<file path="src/rtl/result_wr_pkg.sv">
// Shared types and helpers for the result memory writer.
// Holds the writer/bank state enums and the byte-lane decode.
package result_wr_pkg;

    typedef enum logic [1:0] {
        IDLE,
        WRITE,
        DROP
    } wr_state_t;

    typedef enum logic [1:0] {
        EMPTY,
        FILL,
        READY
    } bank_state_t;

    localparam int FRAME_BYTES_DEF = 12288;

    function automatic logic [3:0] lane_decode(input logic [1:0] lane);
        lane_decode = 4'b0001 << lane;
    endfunction

endpackage

</file>
<file path="src/rtl/result_bank_tracker.sv">
// Double-buffer bank bookkeeping: allocation, completion, host release
// and the oldest-ready pointer shown to the host.
module result_bank_tracker
    import result_wr_pkg::*;
(
    input  logic clk_result,
    input  logic reset_n,
    input  logic alloc,
    input  logic complete,
    input  logic complete_bank,
    input  logic host_release,
    output logic alloc_ok,
    output logic alloc_bank,
    output logic result_ready,
    output logic result_bank
);

    bank_state_t st   [2];
    bank_state_t st_n [2];
    logic        last_filled;
    logic        oldest;
    logic        oldest_n;
    logic        other_fill;
    logic        other_old;
    logic        rel;
    logic [1:0]  avail;

    assign result_ready = (st[0] == READY) || (st[1] == READY);
    assign result_bank  = oldest;
    assign other_fill   = ~last_filled;
    assign other_old    = ~oldest;

    always_comb begin
        rel        = host_release && result_ready;
        avail      = '0;
        alloc_ok   = 1'b0;
        alloc_bank = last_filled;
        oldest_n   = oldest;
        st_n[0]    = st[0];
        st_n[1]    = st[1];

        // A bank freed this cycle may be handed straight to a new frame.
        for (int b = 0; b < 2; b++) begin
            avail[b] = (st[b] == EMPTY) || (rel && (oldest == 1'(b)));
        end
        alloc_ok   = |avail;
        alloc_bank = avail[other_fill] ? other_fill : last_filled;

        for (int b = 0; b < 2; b++) begin
            if (rel && (oldest == 1'(b)))
                st_n[b] = EMPTY;
            if (alloc && (alloc_bank == 1'(b)))
                st_n[b] = FILL;
            if (complete && (complete_bank == 1'(b)))
                st_n[b] = READY;
        end

        if (st_n[oldest] != READY && st_n[other_old] == READY)
            oldest_n = other_old;
    end

    always_ff @(posedge clk_result) begin
        if (!reset_n) begin
            st[0]       <= EMPTY;
            st[1]       <= EMPTY;
            last_filled <= 1'b1;
            oldest      <= 1'b0;
        end else begin
            st[0]  <= st_n[0];
            st[1]  <= st_n[1];
            oldest <= oldest_n;
            if (alloc)
                last_filled <= alloc_bank;
        end
    end

endmodule

</file>
<file path="src/rtl/result_mem_writer.sv">
// Writes the DSP result byte stream into a double-buffered frame store
// over a byte-laned 32-bit memory port, dropping frames with no free bank.
module result_mem_writer
    import result_wr_pkg::*;
#(
    parameter int ADDR_W      = 17,
    parameter int FRAME_BYTES = FRAME_BYTES_DEF,
    parameter int CNT_W       = 16
) (
    input  logic              clk_result,
    input  logic              reset_n,
    input  logic [7:0]        s_data,
    input  logic              s_valid,
    input  logic              s_sof,
    input  logic              s_eof,
    input  logic              s_sop,
    input  logic              s_eop,
    input  logic              enable,
    input  logic              host_release,
    input  logic              clear_err,
    output logic [ADDR_W-1:0] mem_address,
    output logic              mem_chipselect,
    output logic              mem_clken,
    output logic              mem_write,
    output logic [31:0]       mem_writedata,
    output logic [3:0]        mem_byteenable,
    output logic              result_ready,
    output logic              result_bank,
    output logic [CNT_W-1:0]  frame_count,
    output logic [CNT_W-1:0]  drop_count,
    output logic              len_error
);

    localparam int OFF_W = $clog2(FRAME_BYTES + 1);
    localparam logic [OFF_W-1:0] FB      = OFF_W'(FRAME_BYTES);
    localparam logic [OFF_W-1:0] FB_LAST = OFF_W'(FRAME_BYTES - 1);

    wr_state_t         state, state_n;
    logic [OFF_W-1:0]  offset, off_n;
    logic [OFF_W-1:0]  wr_off;
    logic [ADDR_W-2:0] word;
    logic              fill_bank, bank_n, wr_bank;
    logic              wr, wr_q;
    logic              alloc, alloc_ok, alloc_bank;
    logic              complete, cbank;
    logic              frame_inc, drop_inc, err_set;
    logic              unused_markers;

    assign unused_markers = s_sop ^ s_eop;

    assign mem_write      = wr_q;
    assign mem_chipselect = wr_q;
    assign mem_clken      = wr_q;

    result_bank_tracker u_tracker (
        .clk_result    (clk_result),
        .reset_n       (reset_n),
        .alloc         (alloc),
        .complete      (complete),
        .complete_bank (cbank),
        .host_release  (host_release),
        .alloc_ok      (alloc_ok),
        .alloc_bank    (alloc_bank),
        .result_ready  (result_ready),
        .result_bank   (result_bank)
    );

    always_comb begin
        state_n   = state;
        off_n     = offset;
        bank_n    = fill_bank;
        wr        = 1'b0;
        wr_off    = '0;
        wr_bank   = fill_bank;
        alloc     = 1'b0;
        complete  = 1'b0;
        cbank     = fill_bank;
        frame_inc = 1'b0;
        drop_inc  = 1'b0;
        err_set   = 1'b0;

        unique case (state)
            IDLE: begin
                if (s_valid && s_sof) begin
                    if (enable && alloc_ok) begin
                        alloc   = 1'b1;
                        wr      = 1'b1;
                        wr_bank = alloc_bank;
                        bank_n  = alloc_bank;
                        off_n   = OFF_W'(1);
                        if (s_eof) begin
                            complete  = 1'b1;
                            cbank     = alloc_bank;
                            frame_inc = 1'b1;
                            if (FB_LAST != '0)
                                err_set = 1'b1;
                        end else begin
                            state_n = WRITE;
                        end
                    end else begin
                        drop_inc = 1'b1;
                        if (!s_eof)
                            state_n = DROP;
                    end
                end
            end
            WRITE: begin
                if (s_valid) begin
                    if (s_sof) begin
                        // Restart in place; the aborted frame is lost.
                        err_set = 1'b1;
                        wr      = 1'b1;
                        off_n   = OFF_W'(1);
                    end else if (offset == FB) begin
                        err_set = 1'b1;
                    end else begin
                        wr     = 1'b1;
                        wr_off = offset;
                        off_n  = offset + 1'b1;
                    end
                    if (s_eof) begin
                        complete  = 1'b1;
                        frame_inc = 1'b1;
                        state_n   = IDLE;
                        if (s_sof || offset != FB_LAST)
                            err_set = 1'b1;
                    end
                end
            end
            DROP: begin
                if (s_valid && s_eof)
                    state_n = IDLE;
            end
            default: state_n = IDLE;
        endcase
    end

    assign word = (ADDR_W-1)'(wr_off >> 2);

    always_ff @(posedge clk_result) begin
        if (!reset_n) begin
            state          <= IDLE;
            offset         <= '0;
            fill_bank      <= 1'b0;
            wr_q           <= 1'b0;
            mem_address    <= '0;
            mem_writedata  <= '0;
            mem_byteenable <= '0;
            frame_count    <= '0;
            drop_count     <= '0;
            len_error      <= 1'b0;
        end else begin
            state     <= state_n;
            offset    <= off_n;
            fill_bank <= bank_n;
            wr_q      <= wr;
            mem_byteenable <= wr ? lane_decode(wr_off[1:0]) : 4'b0000;
            if (wr) begin
                mem_address   <= {wr_bank, word};
                mem_writedata <= {4{s_data}};
            end
            if (frame_inc)
                frame_count <= frame_count + 1'b1;
            if (drop_inc)
                drop_count <= drop_count + 1'b1;
            if (err_set)
                len_error <= 1'b1;
            else if (clear_err)
                len_error <= 1'b0;
        end
    end

endmodule
</file>
<file path="config.mk">
export PLATFORM = sky130hd
export DESIGN_NAME = result_mem_writer
export DESIGN_NICKNAME = d
export VERILOG_FILES = /design/src/rtl/result_wr_pkg.sv /design/src/rtl/result_bank_tracker.sv /design/src/rtl/result_mem_writer.sv
export SDC_FILE = /design/constraint.sdc
export NUM_CORES = 1
export LEC_CHECK = 0
export BUFFER_PORTS_ARGS = -buffer_cell sky130_fd_sc_hd__buf_2
export CAP_MARGIN = 20
export CORE_MARGIN = 3
export CORE_UTILIZATION = 40
export DETAILED_ROUTE_END_ITERATION = 8
export PLACE_DENSITY = 0.67
export SYNTH_ARGS = -nofsm -noshare
export SYNTH_HDL_FRONTEND = slang
export SYNTH_SLANG_ARGS = --single-unit
</file>
<file path="constraint.sdc">
create_clock -name clk_result -period 2 [get_ports clk_result]
set_input_delay 0 -clock clk_result [delete_from_list [all_inputs] [get_ports clk_result]]
set_output_delay 0 -clock clk_result [all_outputs]
set_load 0.01 [all_outputs]
</file>
==> results of run 1 <==
[how the worst max path moves through the flow]
stage	end	cells after the start	from	slack [ns]
6_report	offset[13]$_SDFFE_PN0P_	7	state[0]$_SDFFE_PN0P_	0.11
5_1_grt	offset[7]$_SDFFE_PN0P_	7	state[0]$_SDFFE_PN0P_	-0.01
4_1_cts	offset[0]$_SDFFE_PN0P_	8	offset[0]$_SDFFE_PN0P_	0.00008
3_5_place_dp	offset[0]$_SDFFE_PN0P_	8	offset[0]$_SDFFE_PN0P_	0.03
3_3_place_gp	offset[0]$_SDFFE_PN0P_	8	offset[0]$_SDFFE_PN0P_	0.07
2_1_floorplan	offset[13]$_SDFFE_PN0P_	10	offset[0]$_SDFFE_PN0P_	0.06
[metrics by stage]
stage / setup WS (ns) / utilization
final: 0.114 / 0.512
after global routing: -0.0113 / 0.512
after CTS: 0.0000764 / 0.509
after detailed placement: 0.0259 / 0.473
after global placement: 0.0736 / 0.473
after floorplan: 0.0582 / -
[per-layer routing]
layer	wire length, µm	GRT usage
met4	80	0.0481
met5	0	0
met3	586	0.0453
met2	4800	0.301
met1	4300	0.212
[flip-flops by register name (all words and copies together), names as in the netlist]
name / cells
mem_chipselect: 1
mem_address: 13
offset: 14
u_tracker.st: 4
len_error: 1
mem_writedata: 8
state: 2
u_tracker.result_bank: 1
drop_count: 16
frame_count: 16
fill_bank: 1
u_tracker.last_filled: 1
mem_byteenable: 4
[critical path, stage by stage, from the launching register on]
cell and delay [ns]:
dfxtp_1 0.47, nand2b_1 0.15, nor2_1 0.35, a22oi_2 0.14, buf_4 0.18, nor4_4 0.27
xnor2_1 0.14, nor2_1 0.06
[repair_timing]
action / in CTS / in global routing
setup buffers: 0 / 2
setup endpoints to repair: 0 / 39
resized for setup: 0 / 3
hold endpoints to repair: 15 / 0
hold buffers: 11 / 0
[cell families after synthesis]
| family | count (synthesis) | share of synthesized area |
|---|---|---|
| compound gates | 77 | 0.124 |
| xor+xnor | 33 | 0.0726 |
| fa+ha+maj | 4 | 0.0126 |
| buf+inv | 68 | 0.100 |
| flops | 82 | 0.412 |
| mux | 2 | 0.00503 |
| other cells | 1 | 0.000942 |
| simple gates | 211 | 0.272 |
[power by group]
part	switching [mW]	internal (mW)
clock network	0.604	0.739
registers	0.0280	1.66
logic	0.211	0.139
[cells in the final DEF, fill, tap and decap left out, types with 15 or more instances in the layout]
cell	count
a21oi_1	31
buf_2	102
buf_4	21
dfxtp_1	82
inv_1	17
nand2_1	54
nand3_1	30
nor2_1	53
nor3_1	16
o21ai_0	15
xnor2_1	26
[cell type report]
class | instances | area share
Clock buffer | 10 | 0.0284
Clock inverter | 6 | 0.0186
Inverter | 18 | 0.0139
Multi-Input combinational cell | 331 | 0.406
Sequential cell | 82 | 0.339
Tap cell | 129 | 0.0333
Timing Repair Buffer | 134 | 0.161
[synthesized netlist by cell type (3+ instances only)]
cell type and number:
nand2b_1 9, dfxtp_1 82, xor2_1 7, buf_2 3, nor4_2 3, inv_1 17, and3_1 6, a21oi_1 31
o21ai_0 15, clkbuf_1 12, buf_4 33, or3_1 8, nand4_1 8, nor3_1 16, nand2_1 54, ha_1 4
nor2_1 53, nand3_1 30, xnor2_1 26, nor4_1 6
==> metrics.yaml, run 1 <==
outcome: "completed"
final_area_um2: 4840
viasPerCell: 5.14
timing.final.crit_period_ns: 1.89
num-nets-final: 598
firstDrtPassIters: 4
placed_cell_area_um2: 4480
fillers: 929
synth-edff-count: 0
power_mw: 3.38
wl_per_cell_um: 13.8
syn_area_um2: 3980
cts_buffers: 9
rrSetupSlack_ns: 0.11
antenna_cells: 0
synth_ff_type: "dfxtp_1"
finalCritPeriodShare: 0.943
hold_viol_final: 0
cts_sinks: 82
setup_viol: 0
clkLatencyLatePin_ns: 0.35
final_cells: 710
path_class: "reg2reg"
maxCapViolations: 0
pwr_density_cell_nw_per_um2: 698
arrival_ns: 2.11
area_growth_pct: 21.7
yosysTopAreaCell: "dfxtp_1"
ff_latch_area_um2: 1640
antenna_found_initial: 0
grt_pass1_wl_um: 16100
first_iter_violations: 137
timing.fmax_mhz: 530
cts_max_path_buffers: 2
drtAntennaViolNets: 0
vias: 3652
ioPinCount: 109
fin_setup_tns_ns: 0
die_x_um: 106
grt_remaining_overflow: 0
worstHoldStart: "s_sof"
dp.cells: 681
p_leak_nw: 2.00
holdPathStages: 3
die-area_um2: 11200
avgSynthCellArea_um2: 8.33
async_flop_share: 0
crit_path_start_kind: "register"
hp-class: "in2reg"
synth_cells: 478
dp_hpwl_um: 7010
wl_um: 9780
peakVddDrop_v: 0.000390
synth_top_area_share: 0.412
htree_levels: 3
start_util: 0.421
crit_path_end_kind: "register"
r2r_cells: 7
holdPathEnd: "state[1]$_SDFFE_PN0P_"
maxSlewViolCount: 0
crit-reg2reg-capture: "offset[13]$_SDFFE_PN0P_"
grt_usage: 0.174
synth_area_leaders: "dfxtp_1, buf_4, xnor2_1"
cts_tree: "done"
core-area_um2: 9460
synth-seq-area-share: 0.412
path_max_fanout: 7
yosysWarnings: 0
fp-row-count: 35
synth_seq_cells: 82
multi_input_area_um2: 1970
clk_pin_slew_ns: 0.08
required_ns: 2.23
grt_pass1_vias: 3418
fp.dieH_um: 106
grt_start_max_net_pins: 29
worst_clock_skew_ns: 0.0112
timing.rr.start: "state[0]$_SDFFE_PN0P_"
route.detailed.drc: 0
ys_types: 59
cts_root_buffer: "clkbuf_8"
hold_slack_ns: 0.0195
drive_gt1_frac: 0.270
place.gp.congestion: 0.816
portBuffers: 102
Power figures use the tool's default switching activity.
==> run 2, diff against run 1 <==
CELL_PAD_IN_SITES_DETAIL_PLACEMENT = 1   (was default)
CELL_PAD_IN_SITES_GLOBAL_PLACEMENT = 2   (was default)
CORE_UTILIZATION = 27   (was 40)
PLACE_DENSITY = 0.77   (was 0.67)
==> run 2 against run 1 <==
  * Design area increased by 3.4%
  * Non-clock buffer count increased by 1
  * Routed wire length increased by 18%
  * Sequential power about the same
  * Core utilization decreased by 16 points
  * Sequential share of layout area decreased by 1.1 points
  * Global-route usage decreased by 3.1 points
  * Highest routed layer unchanged
  * Total power increased by 7.1%
==> metrics.yaml, run 2 (synthesis results as in run 1) <==
outcome: "completed"
place.gp.congestion: 0.773
cp_num_buf_inv: 2
setup_viol: 0
hp-class: "in2reg"
cts_tree: "done"
portBuffers: 102
wl_per_cell_um: 15.2
worst_clock_skew_ns: 0.0105
maxSlewViolCount: 0
drive_gt1_frac: 0.272
cts_buffers: 9
path_delay_family: "simple AND/OR/NAND/NOR gates"
final_cell_mix: "buf_2, dfxtp_1, nand2_1"
vias: 3673
slowest_stage: "dfxtp_1"
fp-row-count: 43
path_class: "reg2reg"
grt_remaining_overflow: 0
viasPerCell: 4.85
first_iter_violations: 78
critPathMaxStageDelay_ns: 0.34
timing.final.crit_period_ns: 1.86
start_util: 0.281
hold_viol_final: 0
crit_chain: "inv_1 > ha_1 > and4bb_2 > nand4_1 > a22oi_2 > buf_12 > nor4_4 > xnor2_1 > nor2_1"
p_leak_nw: 2.05
final_common_cell: "buf_2"
pwr_density_cell_nw_per_um2: 723
dp_hpwl_um: 8320
num-nets-final: 599
grt_usage: 0.143
die-area_um2: 16200
fp.dieH_um: 127
placed_cell_area_um2: 4560
antenna_found_initial: 0
wl_um: 11500
firstDrtPassIters: 4
maxCapViolations: 0
hold_slack_ns: 0.0300
required_ns: 2.22
reg_top3: "drop_count x16, frame_count x16, offset x14"
ioPinCount: 109
cts_max_path_buffers: 2
route.detailed.drc: 0
drtAntennaViolNets: 0
final_area_um2: 5010
clkLatencyLatePin_ns: 0.34
pre_cts_slack_ns: -0.0205
cts_root_buffer: "clkbuf_16"
setup_ws_ns: 0.140
path_max_fanout: 30
die_x_um: 127
core-area_um2: 14100
arrival_ns: 2.08
clk_pin_slew_ns: 0.06
finalCritPeriodShare: 0.930
area_growth_pct: 25.9
cts_sinks: 82
antenna_cells: 0
peakVddDrop_v: 0.000354
final_util: 0.354
crit_path_start_kind: "register"
htree_levels: 3
grt_pass1_wl_um: 18900
grt_start_max_net_pins: 32
timing.fmax_mhz: 537
crit_path_end_kind: "register"
rsz0062_at_grt: "yes"
grt_pass1_vias: 3761
run 2: cell types whose count changed in the layout (fill, tap and decap cells not counted), sizes merged:
cell / previous run / this run
clkinv: 4 / 1
buf: 123 / 124
bufinv: 2 / 1
clkinvlp: 1 / 0
clkbuf: 10 / 11
run 2: worst register-to-register path: cells and delay by family (launching register included):
family	cells	cell delay (ns)
compound gates	1	0.09
xor+xnor	1	0.15
fa+ha+maj	1	0.19
buf+inv	2	0.26
flops	1	0.34
simple gates	4	0.72
run 2: worst paths after layout:
path / start / endpoint / slack, ns / cells after the start
worst min-delay path: s_sof / state[1]$_SDFFE_PN0P_ / 0.03 / 3
worst max register to register: offset[0]$_SDFFE_PN0P_ / offset[13]$_SDFFE_PN0P_ / 0.14 / 9
worst max-delay path: offset[0]$_SDFFE_PN0P_ / offset[13]$_SDFFE_PN0P_ / 0.14 / 9
worst min register to register: mem_address[5]$_SDFFE_PN0N_ / mem_address[5]$_SDFFE_PN0N_ / 0.45 / 2
run 2: timing repair:
| action | 4_1_cts | 5_1_grt |
|---|---|---|
| hold endpoints to repair | 11 | 0 |
| gates resized for setup | 1 | 9 |
| buffers inserted | 0 | 2 |
| hold buffers | 11 | 0 |
| setup endpoints to repair | 4 | 29 |
| pin swaps | 0 | 3 |
run 2: stage by stage:
stage	setup TNS [ns]	cells	total power, mW
2_1_floorplan	0	481	1.98
3_3_place_gp	0	733	2.07
3_5_place_dp	-0.0282	733	2.07
4_1_cts	0	756	3.67
5_1_grt	-0.0411	758	3.80
6_report	0	758	3.62
run 2: cell type report:
| class | instances | area, µm² |
|---|---|---|
| Multi-Input combinational cell | 331 | 2010 |
| Clock buffer | 11 | 233 |
| Sequential cell | 82 | 1640 |
| Inverter | 18 | 67.6 |
| Timing Repair Buffer | 135 | 798 |
| Fill cell | 1711 | 9140 |
| Clock inverter | 1 | 30.0 |
| Tap cell | 180 | 225 |
run 2: where the power goes:
part / total [mW] / internal, mW / switching, mW
clock: 1.57 / 0.940 / 0.628
sequential: 1.69 / 1.66 / 0.0310
combinational: 0.360 / 0.141 / 0.219
total: 3.62 / 2.74 / 0.878
run 2: metal layers:
metal | up-vias | wire length (µm) | GRT usage
met4 | 0 | 125 | 0.0360
li1 | 1809 | - | -
met2 | 98 | 5430 | 0.232
met3 | 10 | 800 | 0.0460
met5 | - | 0 | 0
met1 | 1756 | 5150 | 0.184
